### config.mk
export PLATFORM = sky130hd
export DESIGN_NAME = vdp_raster_timing
export DESIGN_NICKNAME = d
export VERILOG_FILES = /design/src/rtl/vdp_timing_pkg.sv /design/src/rtl/vdp_raster_counter.sv /design/src/rtl/vdp_raster_timing.sv
export SDC_FILE = /design/constraint.sdc
export NUM_CORES = 1
export LEC_CHECK = 0
export BUFFER_PORTS_ARGS = -buffer_cell sky130_fd_sc_hd__buf_4
export CORE_MARGIN = 5
export CORE_UTILIZATION = 49
export DETAILED_ROUTE_END_ITERATION = 12
export GPL_TIMING_DRIVEN = 0
export PLACE_DENSITY = 0.77
export SLEW_MARGIN = 20
export SYNTH_ARGS = -nofsm -noshare
export SYNTH_HDL_FRONTEND = slang
export SYNTH_SLANG_ARGS = --single-unit
### constraint.sdc
create_clock -name clk -period 2.3 [get_ports clk]
set_input_delay 0.115 -clock clk [delete_from_list [all_inputs] [get_ports clk]]
set_output_delay 0.115 -clock clk [all_outputs]
set_load 0.01 [all_outputs]
### src/rtl/vdp_timing_pkg.sv
// Shared types and widths for the raster timing generator and its counter.
package vdp_timing_pkg;

  localparam int H_CNT_W = 11;
  localparam int V_CNT_W = 10;

  typedef enum logic {
    HOLD = 1'b0,
    RUN  = 1'b1
  } raster_state_e;

  typedef struct packed {
    logic active;
    logic hsync;
    logic vsync;
    logic line_end;
    logic frame_end;
    logic hold;
  } raster_flags_t;

  // Flags of a frozen raster: nothing visible, no sync, no pulses.
  localparam raster_flags_t FLAGS_IDLE = '{
    active: 1'b0, hsync: 1'b0, vsync: 1'b0,
    line_end: 1'b0, frame_end: 1'b0, hold: 1'b1
  };

endpackage

### src/rtl/vdp_raster_counter.sv
// Raster position counters with a frame-boundary hold.
// state | meaning
// HOLD  | raster frozen at (0,0), waiting for hold_request to drop
// RUN   | x/y advance every pixel; hold is only honoured on the last pixel of a frame
import vdp_timing_pkg::*;

module vdp_raster_counter #(
  parameter int H_TOTAL = 800,
  parameter int V_TOTAL = 525
) (
  input  logic               clk,
  input  logic               reset_n,
  input  logic               hold_request,
  output logic [H_CNT_W-1:0] raster_x,
  output logic [V_CNT_W-1:0] raster_y,
  output raster_state_e      state
);

  localparam logic [H_CNT_W-1:0] H_LAST = H_CNT_W'(H_TOTAL - 1);
  localparam logic [V_CNT_W-1:0] V_LAST = V_CNT_W'(V_TOTAL - 1);

  raster_state_e      state_q, state_d;
  logic [H_CNT_W-1:0] x_q, x_d;
  logic [V_CNT_W-1:0] y_q, y_d;

  always_comb begin
    state_d = state_q;
    x_d     = x_q;
    y_d     = y_q;
    case (state_q)
      HOLD: begin
        x_d = '0;
        y_d = '0;
        if (!hold_request) state_d = RUN;
      end
      RUN: begin
        if (x_q == H_LAST) begin
          x_d = '0;
          if (y_q == V_LAST) begin
            y_d = '0;
            if (hold_request) state_d = HOLD;
          end else begin
            y_d = y_q + V_CNT_W'(1);
          end
        end else begin
          x_d = x_q + H_CNT_W'(1);
        end
      end
      default: state_d = HOLD;
    endcase
  end

  always_ff @(posedge clk) begin
    if (!reset_n) begin
      state_q <= HOLD;
      x_q     <= '0;
      y_q     <= '0;
    end else begin
      state_q <= state_d;
      x_q     <= x_d;
      y_q     <= y_d;
    end
  end

  assign raster_x = x_q;
  assign raster_y = y_q;
  assign state    = state_q;

endmodule

### src/rtl/vdp_raster_timing.sv
// Video raster timing: position counters (S0), sync/pulse decode and a
// two-stage pipeline aligning colour, syncs and pulses at S2.
import vdp_timing_pkg::*;

module vdp_raster_timing #(
  parameter int   H_ACTIVE    = 640,
  parameter int   H_FP        = 16,
  parameter int   H_SYNC      = 96,
  parameter int   H_BP        = 48,
  parameter int   V_ACTIVE    = 480,
  parameter int   V_FP        = 10,
  parameter int   V_SYNC      = 2,
  parameter int   V_BP        = 33,
  parameter logic SYNC_ACTIVE = 1'b0
) (
  input  logic               clk,
  input  logic               reset_n,
  input  logic               hold_request,
  output logic [H_CNT_W-1:0] raster_x,
  output logic [V_CNT_W-1:0] raster_y,
  output logic               raster_active,
  input  logic [3:0]         pixel_r,
  input  logic [3:0]         pixel_g,
  input  logic [3:0]         pixel_b,
  output logic [3:0]         r,
  output logic [3:0]         g,
  output logic [3:0]         b,
  output logic               hsync,
  output logic               vsync,
  output logic               line_ended,
  output logic               frame_ended,
  output logic               holding_raster
);

  localparam int H_TOTAL = H_ACTIVE + H_FP + H_SYNC + H_BP;
  localparam int V_TOTAL = V_ACTIVE + V_FP + V_SYNC + V_BP;

  localparam logic [H_CNT_W-1:0] H_ACT_END  = H_CNT_W'(H_ACTIVE);
  localparam logic [H_CNT_W-1:0] H_SYNC_BEG = H_CNT_W'(H_ACTIVE + H_FP);
  localparam logic [H_CNT_W-1:0] H_SYNC_END = H_CNT_W'(H_ACTIVE + H_FP + H_SYNC);
  localparam logic [H_CNT_W-1:0] H_LAST     = H_CNT_W'(H_TOTAL - 1);
  localparam logic [V_CNT_W-1:0] V_ACT_END  = V_CNT_W'(V_ACTIVE);
  localparam logic [V_CNT_W-1:0] V_SYNC_BEG = V_CNT_W'(V_ACTIVE + V_FP);
  localparam logic [V_CNT_W-1:0] V_SYNC_END = V_CNT_W'(V_ACTIVE + V_FP + V_SYNC);
  localparam logic [V_CNT_W-1:0] V_LAST     = V_CNT_W'(V_TOTAL - 1);

  raster_state_e state;
  logic          run;
  raster_flags_t flags_s0;
  raster_flags_t s1_q, s1_d;

  logic [3:0] r_q, r_d, g_q, g_d, b_q, b_d;
  logic       hsync_q, hsync_d, vsync_q, vsync_d;
  logic       line_ended_q, line_ended_d, frame_ended_q, frame_ended_d;
  logic       holding_q, holding_d;

  vdp_raster_counter #(
    .H_TOTAL (H_TOTAL),
    .V_TOTAL (V_TOTAL)
  ) u_counter (
    .clk          (clk),
    .reset_n      (reset_n),
    .hold_request (hold_request),
    .raster_x     (raster_x),
    .raster_y     (raster_y),
    .state        (state)
  );

  assign run           = (state == RUN);
  assign raster_active = run && (raster_x < H_ACT_END) && (raster_y < V_ACT_END);

  // Every S0 flag is gated by RUN so a frozen raster carries only the hold flag.
  always_comb begin
    flags_s0 = FLAGS_IDLE;
    if (run) begin
      flags_s0.hold      = 1'b0;
      flags_s0.active    = raster_active;
      flags_s0.hsync     = (raster_x >= H_SYNC_BEG) && (raster_x < H_SYNC_END);
      flags_s0.vsync     = (raster_y >= V_SYNC_BEG) && (raster_y < V_SYNC_END);
      flags_s0.line_end  = (raster_x == H_LAST);
      flags_s0.frame_end = (raster_x == H_LAST) && (raster_y == V_LAST);
    end
  end

  always_comb begin
    s1_d          = flags_s0;
    r_d           = s1_q.active ? pixel_r : 4'd0;
    g_d           = s1_q.active ? pixel_g : 4'd0;
    b_d           = s1_q.active ? pixel_b : 4'd0;
    hsync_d       = s1_q.hsync ? SYNC_ACTIVE : ~SYNC_ACTIVE;
    vsync_d       = s1_q.vsync ? SYNC_ACTIVE : ~SYNC_ACTIVE;
    line_ended_d  = s1_q.line_end;
    frame_ended_d = s1_q.frame_end;
    holding_d     = s1_q.hold;
  end

  always_ff @(posedge clk) begin
    if (!reset_n) begin
      s1_q          <= FLAGS_IDLE;
      r_q           <= 4'd0;
      g_q           <= 4'd0;
      b_q           <= 4'd0;
      hsync_q       <= ~SYNC_ACTIVE;
      vsync_q       <= ~SYNC_ACTIVE;
      line_ended_q  <= 1'b0;
      frame_ended_q <= 1'b0;
      holding_q     <= 1'b1;
    end else begin
      s1_q          <= s1_d;
      r_q           <= r_d;
      g_q           <= g_d;
      b_q           <= b_d;
      hsync_q       <= hsync_d;
      vsync_q       <= vsync_d;
      line_ended_q  <= line_ended_d;
      frame_ended_q <= frame_ended_d;
      holding_q     <= holding_d;
    end
  end

  assign r              = r_q;
  assign g              = g_q;
  assign b              = b_q;
  assign hsync          = hsync_q;
  assign vsync          = vsync_q;
  assign line_ended     = line_ended_q;
  assign frame_ended    = frame_ended_q;
  assign holding_raster = holding_q;

endmodule
==> results.py <==
metrics = {
    "sta": {
        "setup_tns_ns": 0,
        "finClkSkew_ns": 0.0103,
        "fmax_mhz": 482,
        "fin_crit_sh_pct": 90.3,
        "final_max_slew_viol_count": 0,
        "maxSlewHeadroom_pct": 72.5,
        "rsz0062_at_grt": "false",
        "setup_viol": 0,
        "worst_pin_slew_ns": 0.413,
        "hold_violations": 0,
        "post-route-min-period_ns": 2.08,
    },
    "clock_network": {
        "cts.sinks": 45,
        "numCtsBuffers": 5,
        "path_clk_slew_ns": 0.14,
        "cts_max_level": 2,
        "postCtsSetupBuffers": 0,
        "cts_buffer_depth": 2,
        "ctsRootBufferMaster": "clkbuf_4",
        "clk_latency_ns": 0.36,
        "cts_tree": "built",
        "cts.repair.resized": 0,
    },
    "worst_setup_path": {
        "rrSetupSlack_ns": 0.22,
        "crit_path_cell_trace": "or4b_4 -> or3_1 -> clkbuf_1 -> nand2_1 -> nor2_1",
        "slowest_delay_ns": 0.57,
        "worstPathRequired_ns": 2.54,
        "critPathTopFamily": "simple AND/OR/NAND/NOR gates",
        "crit_start": "u_counter.raster_x[5]$_SDFF_PP0_",
        "worstSetupPathType": "register to register",
        "cpMaxStageDelayCell": "or4b_4",
        "endpoint_kind": "register",
        "rr_startpoint": "u_counter.raster_x[5]$_SDFF_PP0_",
        "arrival_ns": 2.32,
        "critPathMaxFanout": 10,
        "path_buf_inv": 1,
        "start_kind": "register",
    },
    "synthesis": {
        "ys_warn_count": 0,
        "synthesis.area_sq_um": 1670,
        "postSynthCellCount": 174,
        "yosysSeqAreaShare_pct": 53.9,
        "syn_area_per_cell_sq_um": 9.61,
        "yosys.area.top_type": "dfxtp_1",
        "synth_top_area_share_pct": 53.9,
        "synth_flop_cell": "dfxtp_1",
        "synth-edff-count": 0,
        "ys_ff_latch": 45,
        "yosys-top-cells-area": "dfxtp_1 (54%), and3_1 (5.2%), nor2_1 (3.4%)",
        "ys_types": 34,
        "synthTopCellsByCount": "dfxtp_1 (45), nor2_1 (15), and3_1 (14), a21oi_1 (11)",
        "synth.most_common_cell": "dfxtp_1",
        "async_reset_ff_share_pct": 0,
        "syn-num-nets": 192,
    },
    "run": {
        "cap_violations": 0,
    },
    "finish": {
        "area_growth_syn_to_layout_pct": 39.1,
        "final_nets": 266,
        "seqCellArea_sq_um": 901,
        "antenna_cells": 0,
        "multiInputGateArea_sq_um": 729,
        "num-fill-cells": 283,
        "drive_gt1_share_pct": 26.1,
    },
    "route": {
        "num_vias": 1541,
        "wl_per_cell_um": 13.8,
        "drt-initial-drc-count": 64,
        "drcViolationCount": 0,
        "drt_wl_total_um": 4060,
        "drtPass1Iterations": 4,
        "detail-route-antenna-nets": 0,
        "vias_per_cell": 5.22,
    },
    "worst_hold_path": {
        "hp-start": "s1_q[3]$_SDFF_PN0_",
        "min_path_type": "register to register",
    },
    "floorplan": {
        "coreArea_sq_um": 3310,
        "initial_utilization_pct": 50.5,
        "chipWidth_um": 68.4,
        "core.rowCount": 21,
        "die_area_sq_um": 4680,
        "io_pins": 54,
        "die_h_um": 68.4,
    },
    "pwr": {
        "p_leak_nw": 0.950,
        "p_total_w": 0.00125,
        "peakVddDrop_uv": 456,
        "power.density_nw_per_um2": 536,
    },
    "global_routing": {
        "antenna_found_initial": 0,
        "grt_pass1_vias": 1393,
        "grt.total_usage_pct": 18.7,
        "grt_max_degree": 16,
        "grt_pass1_wl_um": 6600,
        "grt_overflow": 0,
    },
    "placement": {
        "routabilityCongestion": 0.780,
        "io_buffers": 53,
        "post-dp-hpwl_um": 2740,
    },
    "status": {
        "status": "completed",
    },
}
==> through the flow <==
step | hold WS, ns | std cells | worst slack, ns | instance area (sq um) | util (%)
after CTS | 0.386 | 295 | 0.212 | 2330 | 70.3
final | 0.381 | 295 | 0.224 | 2330 | 70.3
after global placement | 0.305 | 273 | 0.274 | 2130 | 64.2
after floorplan | 0.188 | 174 | 0.427 | 1670 | -
after detailed placement | 0.316 | 273 | 0.229 | 2130 | 64.2
after global routing | 0.400 | 295 | 0.0457 | 2330 | 70.3
==> placed cells by master, fill, tap and decap left out, drive strengths merged, types with 3 or more instances in the layout <==
master       netlist  layout
nor2              15      15
and3              14      14
o31ai              3       3
inv                3       4
nor3               7       7
clkbuf             4       9
or4                3       3
nand4              5       5
nand3             10      10
nand2             10      10
o21ai              7       7
xor2               4       4
or3                4       4
and2               4       4
ha                 3       3
xnor2              5       5
a21oi             11      11
dfxtp             45      45
dlygate4sd3        0      14
buf                1      54
==> flip-flops by register name, summed over array words and instances (netlist names) <==
register	flops
s1_q	3
u_counter.raster_x	11
frame_ended_d	1
u_counter.raster_y	10
b	4
r	4
hsync	1
vsync	1
u_counter.state	1
holding_d	1
line_ended	1
frame_ended	1
line_ended_d	1
g	4
holding_raster	1
==> where the power goes <==
part	leakage [nW]	switching, W	total [W]	internal, W
Clock	0.0316	0.000258	0.000379	0.000121
Sequential	0.364	0.00000423	0.000791	0.000786
Combinational	0.554	0.0000323	0.0000778	0.0000455
Total	0.950	0.000295	0.00125	0.000953
==> routing by layer <==
layer | up-vias | GRT usage, % | wire [um] | share of wire, %
met5 | - | 0 | 0 | 0
met3 | 9 | 5.75 | 318 | 7.8
met4 | 0 | 6.70 | 60 | 1.5
li1 | 767 | - | - | -
met1 | 707 | 24.9 | 1930 | 48
met2 | 58 | 28.4 | 1750 | 43
==> cells by family after synthesis <==
| kind of cell | synth area share (%) |
|---|---|
| AOI/OAI and AO/OA | 8.91 |
| xor gates and xnor gates | 4.72 |
| adders and majority gates | 2.25 |
| buffers and inverters | 2.47 |
| DFF | 53.9 |
| and+or+nand+nor | 27.8 |
==> final timing paths <==
path	depth (start not counted)	to
min reg2reg	1	vsync$_SDFF_PN1_
min	1	vsync$_SDFF_PN1_
max	5	u_counter.raster_x[3]$_SDFF_PP0_
max reg2reg	5	u_counter.raster_x[3]$_SDFF_PP0_
==> layout make-up <==
type | count | share of cell area (%)
repair buffers | 67 | 23.1
flip-flops and latches | 45 | 38.7
clock inverters | 3 | 0.914
multi-input cells | 120 | 31.4
plain buffers | 5 | 1.13
clock buffers | 5 | 1.61
inverters | 4 | 0.646
well taps | 46 | 2.47
==> timing repair <==
| action | 4_1_cts | 5_1_grt |
|---|---|---|
| hold buffers | 14 | 0 |
| endpoints found under the hold margin | 14 | 0 |
| setup endpoints to repair | 0 | 0 |
No activity file was read; power rests on OpenSTA's default activity.
